==> src/rtl/prog_table_fsm_pkg.sv <==
// Shared definitions for the programmable table-driven Moore FSM:
// table select encodings, default parameter values and a table-depth helper.
package prog_table_fsm_pkg;

    // cfg_sel encodings
    localparam logic CFG_SEL_NS  = 1'b0;
    localparam logic CFG_SEL_OUT = 1'b1;

    // Default parameter values
    localparam int DEF_IN_W        = 2;
    localparam int DEF_ST_W        = 3;
    localparam int DEF_OUT_W       = 3;
    localparam int DEF_RESET_STATE = 0;
    localparam int DEF_CNT_W       = 8;

    // Number of entries addressed by an addr_w-bit index:
    // ST_W+IN_W for the next-state table, ST_W for the output table.
    function automatic int table_depth(input int addr_w);
        return 1 << addr_w;
    endfunction

endpackage

==> src/rtl/prog_fsm_table.sv <==
// Register-file table: async active-low clear to RESET_VAL, one synchronous
// write port and one combinational read port. Reads return the pre-edge
// contents, so a same-edge write is only seen from the following cycle.
module prog_fsm_table
    import prog_table_fsm_pkg::*;
#(
    parameter int             AW        = 3,
    parameter int             DEPTH     = table_depth(AW),
    parameter int             W         = 3,
    parameter logic [W-1:0]   RESET_VAL = '0
) (
    input  logic          clk,
    input  logic          reset,
    input  logic          we,
    input  logic [AW-1:0] waddr,
    input  logic [W-1:0]  wdata,
    input  logic [AW-1:0] raddr,
    output logic [W-1:0]  rdata
);

    logic [W-1:0]     mem_reg [DEPTH];
    logic [DEPTH-1:0] wsel;

    // One-hot write select per entry
    generate
        for (genvar gi = 0; gi < DEPTH; gi++) begin : g_wsel
            assign wsel[gi] = we && (waddr == AW'(gi));
        end
    endgenerate

    // Table storage: cleared asynchronously, written only at the selected entry
    always_ff @(posedge clk or negedge reset) begin
        if (!reset) begin
            for (int i = 0; i < DEPTH; i++) begin
                mem_reg[i] <= RESET_VAL;
            end
        end else begin
            for (int i = 0; i < DEPTH; i++) begin
                if (wsel[i]) begin
                    mem_reg[i] <= wdata;
                end
            end
        end
    end

    // Combinational read
    always_comb begin
        rdata = mem_reg[raddr];
    end

endmodule

==> src/rtl/prog_table_fsm.sv <==
// Run-time programmable Moore FSM. Next-state and output functions are held
// in two register-file tables loaded through the cfg_* port; the state
// register and a saturating step counter advance on en, restart wins over en.
module prog_table_fsm
    import prog_table_fsm_pkg::*;
#(
    parameter int IN_W        = DEF_IN_W,
    parameter int ST_W        = DEF_ST_W,
    parameter int OUT_W       = DEF_OUT_W,
    parameter int RESET_STATE = DEF_RESET_STATE,
    parameter int CNT_W       = DEF_CNT_W
) (
    input  logic                 clk,
    input  logic                 reset,
    input  logic                 en,
    input  logic                 restart,
    input  logic [IN_W-1:0]      sym_in,
    input  logic                 cfg_we,
    input  logic                 cfg_sel,
    input  logic [ST_W+IN_W-1:0] cfg_addr,
    input  logic [ST_W-1:0]      cfg_ns,
    input  logic [OUT_W-1:0]     cfg_out,
    output logic [ST_W-1:0]      state,
    output logic [OUT_W-1:0]     out,
    output logic                 self_loop,
    output logic [CNT_W-1:0]     step_cnt
);

    localparam logic [ST_W-1:0]  RST_ST  = ST_W'(RESET_STATE);
    localparam logic [CNT_W-1:0] CNT_MAX = {CNT_W{1'b1}};

    logic [ST_W-1:0]  state_reg, state_next;
    logic [CNT_W-1:0] cnt_reg, cnt_next;
    logic [ST_W-1:0]  ns_rd;
    logic [OUT_W-1:0] out_rd;
    logic             ns_we, out_we;

    assign ns_we  = cfg_we && (cfg_sel == CFG_SEL_NS);
    assign out_we = cfg_we && (cfg_sel == CFG_SEL_OUT);

    // Next-state table indexed by {state, symbol}; unprogrammed entries lead home
    prog_fsm_table #(
        .AW        (ST_W + IN_W),
        .DEPTH     (table_depth(ST_W + IN_W)),
        .W         (ST_W),
        .RESET_VAL (RST_ST)
    ) u_ns_tab (
        .clk   (clk),
        .reset (reset),
        .we    (ns_we),
        .waddr (cfg_addr),
        .wdata (cfg_ns),
        .raddr ({state_reg, sym_in}),
        .rdata (ns_rd)
    );

    // Output table indexed by state; upper cfg_addr bits are ignored
    prog_fsm_table #(
        .AW        (ST_W),
        .DEPTH     (table_depth(ST_W)),
        .W         (OUT_W),
        .RESET_VAL ('0)
    ) u_out_tab (
        .clk   (clk),
        .reset (reset),
        .we    (out_we),
        .waddr (cfg_addr[ST_W-1:0]),
        .wdata (cfg_out),
        .raddr (state_reg),
        .rdata (out_rd)
    );

    // State and counter registers
    always_ff @(posedge clk or negedge reset) begin
        if (!reset) begin
            state_reg <= RST_ST;
            cnt_reg   <= '0;
        end else begin
            state_reg <= state_next;
            cnt_reg   <= cnt_next;
        end
    end

    // Next-state / counter logic: restart beats en, counter saturates
    always_comb begin
        state_next = state_reg;
        cnt_next   = cnt_reg;
        if (restart) begin
            state_next = RST_ST;
            cnt_next   = '0;
        end else if (en) begin
            state_next = ns_rd;
            if (cnt_reg != CNT_MAX) begin
                cnt_next = cnt_reg + 1'b1;
            end
        end
    end

    assign state     = state_reg;
    assign out       = out_rd;
    assign self_loop = (ns_rd == state_reg);
    assign step_cnt  = cnt_reg;

endmodule

==> config.mk <==
export PLATFORM = sky130hd
export DESIGN_NAME = prog_table_fsm
export DESIGN_NICKNAME = d
export VERILOG_FILES = /design/src/rtl/prog_table_fsm_pkg.sv /design/src/rtl/prog_fsm_table.sv /design/src/rtl/prog_table_fsm.sv
export SDC_FILE = /design/constraint.sdc
export NUM_CORES = 1
export LEC_CHECK = 0
export BUFFER_PORTS_ARGS = -buffer_cell sky130_fd_sc_hd__buf_2
export CORE_MARGIN = 3
export CORE_UTILIZATION = 60
export CTS_BUF_LIST = sky130_fd_sc_hd__clkbuf_4
export DETAILED_ROUTE_END_ITERATION = 10
export PLACE_DENSITY = 0.87
export SLEW_MARGIN = 20
export SYNTH_ARGS = -nofsm -noshare
export SYNTH_HDL_FRONTEND = slang
export SYNTH_SLANG_ARGS = --single-unit
export TNS_END_PERCENT = 20
==> constraint.sdc <==
create_clock -name clk -period 2.6 [get_ports clk]
set_clock_uncertainty 0.15 [all_clocks]
set_input_delay 0.13 -clock clk [delete_from_list [all_inputs] [get_ports clk]]
set_output_delay 0.13 -clock clk [all_outputs]
set_load 0.02 [all_outputs]
# After elaboration in Yosys (flattened, before gate mapping)
# Index checks and enable logic that the tools add are counted.
# W data, S select, Z words.
totals:
  output_inout_bits: 15
  register_bits: 131
op_classes:
  n_reduce_logical: 47
  n_eq_ne: 40
  addsub: 1
  bitwise: 3
  n_mux: 11
  magnitude_cmp: 2
op_table:
  columns: ["operator", "count"]
  rows:
  - ["$eq A5 B5 Y1 const B", 16]
  - ["$logic_and A1 B1 Y1", 42]
  - ["$eq A5 B4 Y1 const B", 8]
  - ["$mux W8", 3]
  - ["$eq A5 B3 Y1 const B", 4]
  - ["$mux W3", 6]
  - ["$bmux W3 S5", 1]
  - ["$eq A3 B3 Y1 const B", 4]
  - ["$eq A5 B2 Y1 const B", 2]
  - ["$bmux W3 S3", 1]
  - ["$add A8 B1 Y8 const B", 1]
  - ["$ne A8 B8 Y1 const B", 1]
  - ["$eq A3 B2 Y1 const B", 2]
  - ["$ge A6 B6 Y1 const B", 1]
  - ["$not A5 Y6", 1]
  - ["$eq A5 B1 Y1 const B", 1]
  - ["$logic_not A5 Y1", 1]
  - ["$ge A4 B4 Y1 const B", 1]
  - ["$not A3 Y4", 1]
  - ["$reduce_bool A2 Y1", 2]
  - ["$eq A3 B1 Y1 const B", 1]
  - ["$eq A3 B3 Y1", 1]
  - ["$logic_not A3 Y1", 1]
  - ["$reduce_and A2 Y1", 1]
  - ["$not A1 Y1", 1]

# Logic depth before layout (Yosys ltp)
# Gate-level depths: netlist of run 1.
logic_depth:
  depth_word: 6
  mapped_depth: 9
  ltp_nobuf: 6

# Modules after synthesis
# Synthesis of run 1 repeated with hierarchy kept, for this count alone.
hier_totals:
  hier_cells: 419
  area_unflattened_um2: 6311.1
modules_own_cells:
  columns: ["mod", "n_inst", "cells_each", "seq_area_each_um2", "area_each_um2"]
  rows:
  - ["prog_fsm_table (u_ns_tab)", 1, 289, 2402.3, 4515.6]
  - ["prog_fsm_table (u_out_tab)", 1, 66, 600.6, 1158.6]
  - ["prog_table_fsm", 1, 64, 275.3, 636.9]

# Worst setup path after synthesis of run 1
# Ideal clock, no wire load.
synth_timing:
  path_kind: "flip-flop to output port"
  from: "reg state_reg[2] (netlist: state[2])"
  to: "out self_loop"
  required_ps: 2320
  stages_incl_launch_ff: 8
  setup_slack_ps: 414
  arrival_time_ps: 1906
  path_cell_list: "dfrtp_1 > clkbuf_1 > inv_1 > buf_2 > mux2i_1 > a21oi_1 > or4_1 > a22oi_2"
synth_via:
  elab_chain_len: 5
synth_lines:
  columns: ["element", "line", "text"]
  rows:
  - ["from (decl)", "prog_table_fsm.sv:32", "logic [ST_W-1:0] state_reg, state_next;"]
  - ["from (signal assigned)", "prog_table_fsm.sv:79", "state_reg <= state_next;"]
  - ["$not A5 Y6 (implied by the code)", "prog_fsm_table.sv:48", "rdata = mem_reg[raddr];"]
  - ["$bmux W3 S5", "prog_fsm_table.sv:48", null]
  - ["$mux W3 (implied by the code) (2 in series)", "prog_fsm_table.sv:48", null]
  - ["$eq A3 B3 Y1 *", "prog_table_fsm.sv:101", "assign self_loop = (ns_rd == state_reg);"]
  - ["to (decl)", "prog_table_fsm.sv:25", "output logic self_loop,"]
# Mark *: on every way between the ends. The rest lies on a longest branch, timed or not. The select of a mux whose other input is x is not followed.

# Final worst setup path of run 1
layout_timing:
  from: "reg u_ns_tab.mem_reg[37] in the netlist's numbering"
  to: "out self_loop"
layout_via:
  elab_chain_len: 4
layout_lines:
  columns: ["element", "line", "text"]
  rows:
  - ["from (decl)", "prog_fsm_table.sv:21", "logic [W-1:0] mem_reg [DEPTH];"]
  - ["from (signal, indexed assignment)", "prog_fsm_table.sv:40", "mem_reg[i] <= wdata;"]
  - ["$bmux W3 S5", "prog_fsm_table.sv:48", null]
  - ["$mux W3 (implied by the code) (2 in series)", "prog_fsm_table.sv:48", null]
  - ["$eq A3 B3 Y1", "prog_table_fsm.sv:101", null]
# No other way between the ends. The select of a mux whose other input is x is not followed.

==> impl_metrics.toml, run 1 <==
[detailed_routing]
drt_iter0_drc = 299
via_per_inst = 6.24
drt_first_pass_iters = 7
drc = 0
antenna_left = 0
via_count = 4198
drt-total-wl_um = 14100
wire_per_inst_um = 21.0

[sta]
tightest_slew_ns = 0.621
post-route-period-util = 1.08
layout_setup_ws_ns = -0.198
setup_viol_count_final = 1
rsz0062_at_grt = "yes"
slew_headroom = 0.586
hold_violations = 0
setup_tns_ns = -0.198
maxSlewViolCount = 0
min_period_ns = 2.80
fmax_ghz = 0.357

[critical_path]
critPathLaunch = "u_ns_tab.mem_reg[37]$_DFFE_PN0P_"
arrival_ns = 2.52
cp_cell_sequence = "mux4_2 > mux2i_4 > a21oi_2 > or4_4 > a22oi_2 > buf_6"
crit_family = "multiplexers"
r2r_start = "state[1]$_DFFE_PN0P_"
worstPathRequired_ns = 2.32
crit_path_start_kind = "register"
cp-end-kind = "output port"
cpPeakStageDelay_ns = 0.50
slowest_stage = "mux4_2"
path_buf_inv = 1
path_class = "reg -> out"
path_max_fanout = 2

[place]
place.gp.congestion = 0.984
dp_slack_ns = 0.126
hpwl_um = 9950
numPortBuffers = 33

[power]
cellPowerDensity_nw_per_um2 = 700
pwr-share-seq = 0.498
combPwrFrac = 0.180
p_leak_nw = 3.34
p_sw_mw = 1.33
ir_drop_mv = 0.697
p_clk_frac = 0.323
swShare = 0.264
p_int_mw = 3.70

[synth]
synth_edf_count = 0
synthFlopType = "dfrtp_1"
syn_nets = 488
ys_seq_area_frac = 0.520
netlist_area_um2 = 6300
synth_cells = 468
postSynthAreaPerCell_um2 = 13.5
postSynthRegisterBits = 131
synth.distinct_cells = 41
ys_warn_count = 0
async_reset_ff_frac = 1.00

[clocking]
cts_buffer_depth = 2
cts_sinks = 131
cts-root-buf = "clkbuf_4"
numCtsBuffers = 17
htree_levels = 4
path_clk_slew_ns = 0.11
cts_tree = "yes"
clk_latency_ns = 0.52

[grt]
track_usage = 0.259
grt.overflow.total = 0
antenna_found_initial = 0
grt_pass1_wl_um = 22800
grt_pass1_vias = 4352
grt_max_degree = 59

[min_path]
hold_path_class = "in -> reg"
hold_start = "cfg_addr[4]"

[floorplan]
io_pins = 34
dieHeight_um = 108
initial_core_util = 0.630
fp-row-count = 36
die_area_um2 = 11800
core_um2 = 10000
die_w_um = 108

[layout]
seqCellArea_um2 = 3280
n_antenna_cell = 0
n_fill_cell = 665
nets = 547
largest_reg_flops = 96
areaGrowthSynthToFinish_pct = 14.1
drive_gt1_frac = 0.437
post-route-util = 0.718
multi_input_area_um2 = 2900

[outcome]
violations = "negative setup slack"
outcome = "finished with violations"

[flow_run]
drv_cap = 0
## synth_stat cells (2+ instances only)
library cell	number	area [um^2]
a211oi_1	3	22.5
a21oi_1	8	40.0
a22oi_1	4	30.0
a311oi_1	4	35.0
and2b_1	2	15.0
and3_1	5	31.3
buf_2	2	10.0
buf_4	6	45.0
buf_6	2	22.5
clkbuf_1	13	48.8
dfrtp_1	131	3280
inv_1	2	7.51
mux2_2	121	1360
mux2i_1	22	220
mux4_1	2	52.6
mux4_2	20	450
nand2_1	39	146
nand2b_1	2	12.5
nand3_1	10	50.1
nand3b_1	4	30.0
nand4_1	3	18.8
nor2_1	31	116
nor3_1	3	15.0
nor3b_1	4	30.0
o211ai_1	2	15.0
o21ai_0	3	15.0
or3_1	3	18.8
xnor2_1	2	17.5
xor2_1	3	26.3
## final timing paths
path | endpoint | slack [ns] | cells after the start
setup / recovery | self_loop | -0.20 | 6
hold / removal | u_ns_tab.mem_reg[69]$_DFFE_PN0P_ | 0.08 | 4
setup reg to reg | state[0]$_DFFE_PN0P_ | 0.33 | 7
hold reg to reg | u_ns_tab.mem_reg[17]$_DFFE_PN0P_ | 0.36 | 1
max in group asynchronous | u_ns_tab.mem_reg[11]$_DFFE_PN0P_ | 1.37 | 4
min in group asynchronous | u_out_tab.mem_reg[12]$_DFFE_PN0P_ | 0.54 | 4
## timing repair
item                                   4_1_cts  5_1_grt
buffers inserted                             1        1
resized for setup                            2        8
endpoints found under the hold margin      166        0
hold buffers                                11        0
pin swaps                                    0        3
setup endpoints to repair                    1        1
## placed cells by master, fill, tap and decap left out, types with 4 or more instances in the layout
cell type / n
and3_1: 5
buf_12: 4
mux4_2: 20
a21oi_1: 7
mux2i_1: 21
mux2_2: 121
dlygate4sd3_1: 10
nand2_1: 38
buf_4: 17
nand3b_1: 4
buf_2: 31
a22oi_1: 4
nand3_1: 10
a311oi_1: 4
bufinv_16: 5
nor3b_1: 4
dfrtp_1: 131
clkbuf_4: 19
nor2_1: 31
## worst register-to-register path: cells and delay by family, from the launching register on
kind	cells	cell delay, ns
buffers and inverters	2	0.73
DFF	1	0.55
AOI/OAI and AO/OA	2	0.52
and+or+nand+nor	3	0.27
## cell type report
type,count,area share
Timing Repair Buffer,64,0.0676
Sequential cell,131,0.456
Clock buffer,19,0.0199
Multi-Input combinational cell,311,0.403
Clock inverter,13,0.0291
Inverter,2,0.00104
Tap cell,133,0.0232
## metal layers
| metal | up-vias | GRT usage | share of wire |
|---|---|---|---|
| met5 | - | 0 | 0 |
| met4 | 0 | 0.0784 | 0.017 |
| met3 | 24 | 0.0663 | 0.070 |
| met2 | 187 | 0.425 | 0.50 |
| met1 | 2146 | 0.343 | 0.41 |
| li1 | 1841 | - | - |
## power by group through the flow
| stage | clock network [mW] | logic, mW | registers [mW] |
|---|---|---|---|
| final | 1.62 | 0.904 | 2.50 |
| after global routing | 1.76 | 0.979 | 2.53 |
| after CTS | 1.66 | 0.880 | 2.50 |
| after detailed placement | 0 | 0.852 | 2.54 |
| after global placement | 0 | 0.813 | 2.52 |
| after floorplan | 0 | 0.615 | 2.47 |
## through the flow
| step | power [mW] | instances | hold WS (ns) | instance area (um^2) |
|---|---|---|---|---|
| finish | 5.03 | 673 | 0.0795 | 7180 |
| floorplan | 3.09 | 468 | -0.316 | 6300 |
| global placement | 3.33 | 628 | -0.00438 | 6660 |
| global route | 5.27 | 673 | 0.0408 | 7180 |
| CTS | 5.03 | 672 | 0.0229 | 7150 |
| detailed placement | 3.39 | 628 | 0.000932 | 6660 |
## cell families (layout without fill, tap and decap cells)
group,Yosys count,after routing,share of synthesized area
AND/OR/NAND/NOR,112,112,0.0852
XOR/XNOR,5,5,0.00695
multiplexers,165,165,0.331
flip-flops,131,131,0.520
AO/OA/AOI/OAI,28,28,0.0306
buffers and inverters,26,98,0.0236
adder cells (fa/ha/maj),1,1,0.00199
Power figures use the tool's default switching activity.
==> inputs of run 2 (changes only) <==
--- a/config.mk
+++ b/config.mk
@@ -6,11 +6,13 @@
 export NUM_CORES = 1
 export LEC_CHECK = 0
 export BUFFER_PORTS_ARGS = -buffer_cell sky130_fd_sc_hd__buf_2
+export CORE_ASPECT_RATIO = 1.1
 export CORE_MARGIN = 3
 export CORE_UTILIZATION = 60
 export CTS_BUF_LIST = sky130_fd_sc_hd__clkbuf_4
 export DETAILED_ROUTE_END_ITERATION = 10
 export PLACE_DENSITY = 0.87
+export SKIP_CTS_REPAIR_TIMING = 1
 export SLEW_MARGIN = 20
 export SYNTH_ARGS = -nofsm -noshare
 export SYNTH_HDL_FRONTEND = slang
==> run 2 against run 1 <==
Against the previous run: the flow still finishes with violations (negative setup slack); global-route usage decreased by 1.4 points; sequential share of layout area rose by 0.70 points; clock power down 19%; critical endpoint unchanged; combinational power hardly changed; highest routed layer unchanged.
==> impl_metrics.toml, run 2 (synthesis gave the netlist of run 1 again) <==
[critical_path]
rrSetupSlack_ns = 0.33
crit_path_start_kind = "register"
path_max_fanout = 2
worstPathRequired_ns = 2.32
slowest_stage = "mux4_2"
r2r_cells = 7
arrival_ns = 2.52
rr_endpoint = "state[0]$_DFFE_PN0P_"
critPathLaunch = "u_ns_tab.mem_reg[46]$_DFFE_PN0P_"
cp_cell_sequence = "mux4_2 > mux2i_4 > a21oi_2 > or4_4 > a22oi_2 > buf_6"
cpPeakStageDelay_ns = 0.50
cp-end-kind = "output port"
path_class = "reg -> out"
r2r_start = "state[0]$_DFFE_PN0P_"

[clocking]
path_clk_slew_ns = 0.10
clk_latency_ns = 0.55
htree_levels = 4
cts_tree = "yes"
cts_buffer_depth = 2
numCtsBuffers = 17
cts_sinks = 131
cts-root-buf = "clkbuf_4"

[sta]
hold_violations = 0
setup_tns_ns = -0.205
holdWs_ns = 0.0631
setup_viol_count_final = 1
tightest_slew_ns = 0.798
maxSlewViolCount = 0
layout_setup_ws_ns = -0.205
slew_headroom = 0.467
rsz0062_at_grt = "yes"
min_period_ns = 2.80
fmax_ghz = 0.357
post-route-period-util = 1.08

[layout]
final_cell_mix = "dfrtp_1 (130), mux2_2 (121), nand2_1 (39)"
post-route-util = 0.706
areaGrowthSynthToFinish_pct = 12.4
n_fill_cell = 632
nets = 541
n_antenna_cell = 0
fin_area_um2 = 7080
layout_commonest_cell = "dfrtp_1"
largest_reg_flops = 96
multi_input_area_um2 = 2890
seqCellArea_um2 = 3280
drive_gt1_frac = 0.423

[min_path]
hold_path_class = "in -> reg"
hold_start = "cfg_addr[3]"
hold_path_end = "u_ns_tab.mem_reg[92]$_DFFE_PN0P_"
hold_depth = 4

[floorplan]
dieHeight_um = 113
die_w_um = 104
die_area_um2 = 11800
initial_core_util = 0.628
core_um2 = 10000
fp-row-count = 38
io_pins = 34

[detailed_routing]
wire_per_inst_um = 20.9
wl_met2_um = 6980
highest_layer = "met4"
drt_first_pass_iters = 5
drt-met1-wl_um = 5730
via_per_inst = 6.20
antenna_left = 0
routed-wl-met3_um = 806
drt-total-wl_um = 14100
drc = 0
drt_iter0_drc = 263
via_count = 4177

[power]
p_int_mw = 3.38
swShare = 0.283
ir_drop_mv = 0.327
p_leak_nw = 3.27
pwr-share-seq = 0.528
p_total_mw = 4.72
p_clk_frac = 0.280
combPwrFrac = 0.191
cellPowerDensity_nw_per_um2 = 667
p_sw_mw = 1.34

[place]
numPortBuffers = 33
hpwl_um = 9630
place.gp.congestion = 0.938
placed_area_um2 = 6640

[grt]
grt_max_degree = 71
antenna_found_initial = 0
grt_pass1_wl_um = 22200
grt_pass1_vias = 4289
grt.overflow.total = 0
track_usage = 0.245

[flow_run]
drv_cap = 0

[outcome]
violations = "negative setup slack"
outcome = "finished with violations"
## run 2: changes by cell type in the layout (fill, tap and decap cells not counted), sizes merged
cell    change
buf         -6
clkinv      +4
bufinv      -3
clkbuf      -1
## run 2: metal layers
layer  global-route usage  vias to the layer above
met5                    0                        -
met4                0.117                        0
met1                0.306                     2136
li1                     -                     1829
met3               0.0696                       42
met2                0.402                      170
## run 2: worst max-delay path by stage
stage	endpoint	cells past startpoint	slack (ns)
after floorplan	self_loop	7	0.41
after global placement	self_loop	7	0.25
after detailed placement	self_loop	7	0.21
after CTS	self_loop	7	-0.34
after global routing	self_loop	6	-0.32
final	self_loop	6	-0.20
## run 2: power groups by stage
stage	logic, mW	registers [mW]	clock network [mW]
6_report	0.902	2.49	1.32
3_3_place_gp	0.816	2.50	0
2_1_floorplan	0.615	2.47	0
5_1_grt	0.970	2.52	1.44
3_5_place_dp	0.849	2.53	0
4_1_cts	0.854	2.49	1.35
## run 2: final cells by class
cell class	instances	share of cell area
multi-input cells	311	0.409
inverters	2	0.00106
well taps	140	0.0247
clock inverters	14	0.0198
clock buffers	18	0.0191
repair buffers	58	0.0635
flip-flops and latches	131	0.463
## run 2: through the flow
stage,instances,setup slack [ns]
global route,674,-0.320
floorplan,468,0.414
detailed placement,630,0.207
finish,674,-0.205
global placement,630,0.248
CTS,662,-0.338
## run 2: worst max-delay path: cells and delay by family (launching register included)
family / cells / cell delay (ns)
AOI/OAI and AO/OA: 2 / 0.31
buffers and inverters: 1 / 0.15
DFF: 1 / 0.40
muxes: 2 / 0.69
and+or+nand+nor: 1 / 0.43
==> inputs of run 3 (changes only) <==
--- a/config.mk
+++ b/config.mk
@@ -12,6 +12,7 @@
 export CTS_BUF_LIST = sky130_fd_sc_hd__clkbuf_4
 export DETAILED_ROUTE_END_ITERATION = 10
 export PLACE_DENSITY = 0.87
+export REMOVE_ABC_BUFFERS = 1
 export SKIP_CTS_REPAIR_TIMING = 1
 export SLEW_MARGIN = 20
 export SYNTH_ARGS = -nofsm -noshare
==> run 3 against run 2 <==
Against the previous run: the flow still finishes with violations (negative setup slack); clock power grew 11%; register-to-register slack lost 0.07 ns; global-route usage is 1.0 points higher; clock-buffer cell count down 1; largest power group unchanged; sequential share of layout area down 0.42 points; worst hold slack lost 0.026 ns.
==> impl_metrics.toml, run 3 (synthesis gave the netlist of run 1 again) <==
[grt]
antenna_found_initial = 0
grt.overflow.total = 0
use_met3 = 0.0634
grt_pass1_vias = 4292
track_usage = 0.256
grt_max_degree = 80
top_usage_layer = "met2"
use_met1 = 0.328
grt_pass1_wl_um = 23300
use_met2 = 0.435

[detailed_routing]
drt_iter0_drc = 285
drc = 0
via_per_inst = 6.13
wire_per_inst_um = 20.8
drt-total-wl_um = 14100
antenna_left = 0
via_count = 4165
drt_first_pass_iters = 5

[floorplan]
die_w_um = 104
core_um2 = 10000
fp-row-count = 38
dieHeight_um = 113
die_area_um2 = 11800
initial_core_util = 0.628
io_pins = 34

[critical_path]
arrival_ns = 2.52
worstPathRequired_ns = 2.32
path_class = "reg -> out"
cp-end-kind = "output port"
r2r_start = "state[0]$_DFFE_PN0P_"
crit_path_start_kind = "register"
path_max_fanout = 2
rrSetupSlack_ns = 0.26
critPathLaunch = "u_ns_tab.mem_reg[85]$_DFFE_PN0P_"

[power]
pwr-share-seq = 0.512
swShare = 0.283
combPwrFrac = 0.185
cellPowerDensity_nw_per_um2 = 681
p_leak_nw = 3.31
p_clk_frac = 0.303
p_sw_mw = 1.38
ir_drop_mv = 0.342
p_int_mw = 3.49

[layout]
final_cell_mix = "dfrtp_1 (130), mux2_2 (121), nand2_1 (37)"
largest_reg_flops = 96
layout_commonest_cell = "dfrtp_1"
nets = 546
drive_gt1_frac = 0.432
n_antenna_cell = 0
fin_area_um2 = 7140
multi_input_area_um2 = 2890
n_fill_cell = 649
seqCellArea_um2 = 3280
areaGrowthSynthToFinish_pct = 13.4
fin_cells = 679

[outcome]
outcome = "finished with violations"
violations = "negative setup slack"

[clocking]
cts_tree = "yes"
path_clk_slew_ns = 0.12
htree_levels = 4
numCtsBuffers = 17
cts_sinks = 131
cts-root-buf = "clkbuf_4"
clk_latency_ns = 0.54
cts_buffer_depth = 2

[sta]
slew_headroom = 0.515
rsz0062_at_grt = "yes"
tightest_slew_ns = 0.725
maxSlewViolCount = 0
setup_tns_ns = -0.196
min_period_ns = 2.80
layout_setup_ws_ns = -0.196
setup_viol_count_final = 1
post-route-period-util = 1.08
fmax_ghz = 0.358
hold_violations = 0

[place]
place.gp.congestion = 0.888
placed_cells = 631
placed_area_um2 = 6640
hpwl_um = 9890
numPortBuffers = 33
dp_slack_ns = 0.264

[flow_run]
drv_cap = 0

[min_path]
hold_path_class = "in -> reg"
hold_start = "cfg_addr[4]"
## run 3: path summary, 6_finish.rpt
path | to | cells after the start
max in group asynchronous | u_ns_tab.mem_reg[57]$_DFFE_PN0P_ | 4
setup / recovery | self_loop | 6
hold reg to reg | u_ns_tab.mem_reg[70]$_DFFE_PN0P_ | 1
setup reg to reg | state[0]$_DFFE_PN0P_ | 8
min in group asynchronous | step_cnt[6]$_DFFE_PN0P_ | 4
hold / removal | u_ns_tab.mem_reg[69]$_DFFE_PN0P_ | 4
## run 3: critical path, cell delays in order (launching register included)
cell	delay, ns
dfrtp_1	0.42
mux4_2	0.49
mux2i_2	0.19
a21oi_1	0.09
or4_4	0.42
a22oi_2	0.23
buf_6	0.15
## run 3: per-layer routing
metal | wire length (um) | part of all wire
met3 | 902 | 0.064
met4 | 289 | 0.020
met2 | 7150 | 0.51
met5 | 0 | 0
met1 | 5790 | 0.41
## run 3: final cells by class
class / instances / area share
clock buffers: 17 / 0.0179
multi-input cells: 311 / 0.404
inverters: 2 / 0.00105
flip-flops and latches: 131 / 0.459
well taps: 140 / 0.0245
repair buffers: 63 / 0.0683
clock inverters: 15 / 0.0252
## run 3: stage by stage
step / hold WS (ns) / util / total power [mW]
2_1_floorplan: -0.316 / - / 3.04
3_3_place_gp: -0.0223 / 0.662 / 3.32
3_5_place_dp: -0.0179 / 0.662 / 3.38
4_1_cts: -0.613 / 0.693 / 4.84
5_1_grt: 0.0116 / 0.712 / 5.10
6_report: 0.0373 / 0.712 / 4.87
## run 3: power groups by stage
| stage | logic, mW | clock network, mW | registers, mW |
|---|---|---|---|
| final | 0.902 | 1.47 | 2.49 |
| after global routing | 0.977 | 1.60 | 2.52 |
| after CTS | 0.858 | 1.49 | 2.49 |
| after detailed placement | 0.854 | 0 | 2.53 |
| after global placement | 0.819 | 0 | 2.50 |
| after floorplan | 0.552 | 0 | 2.48 |
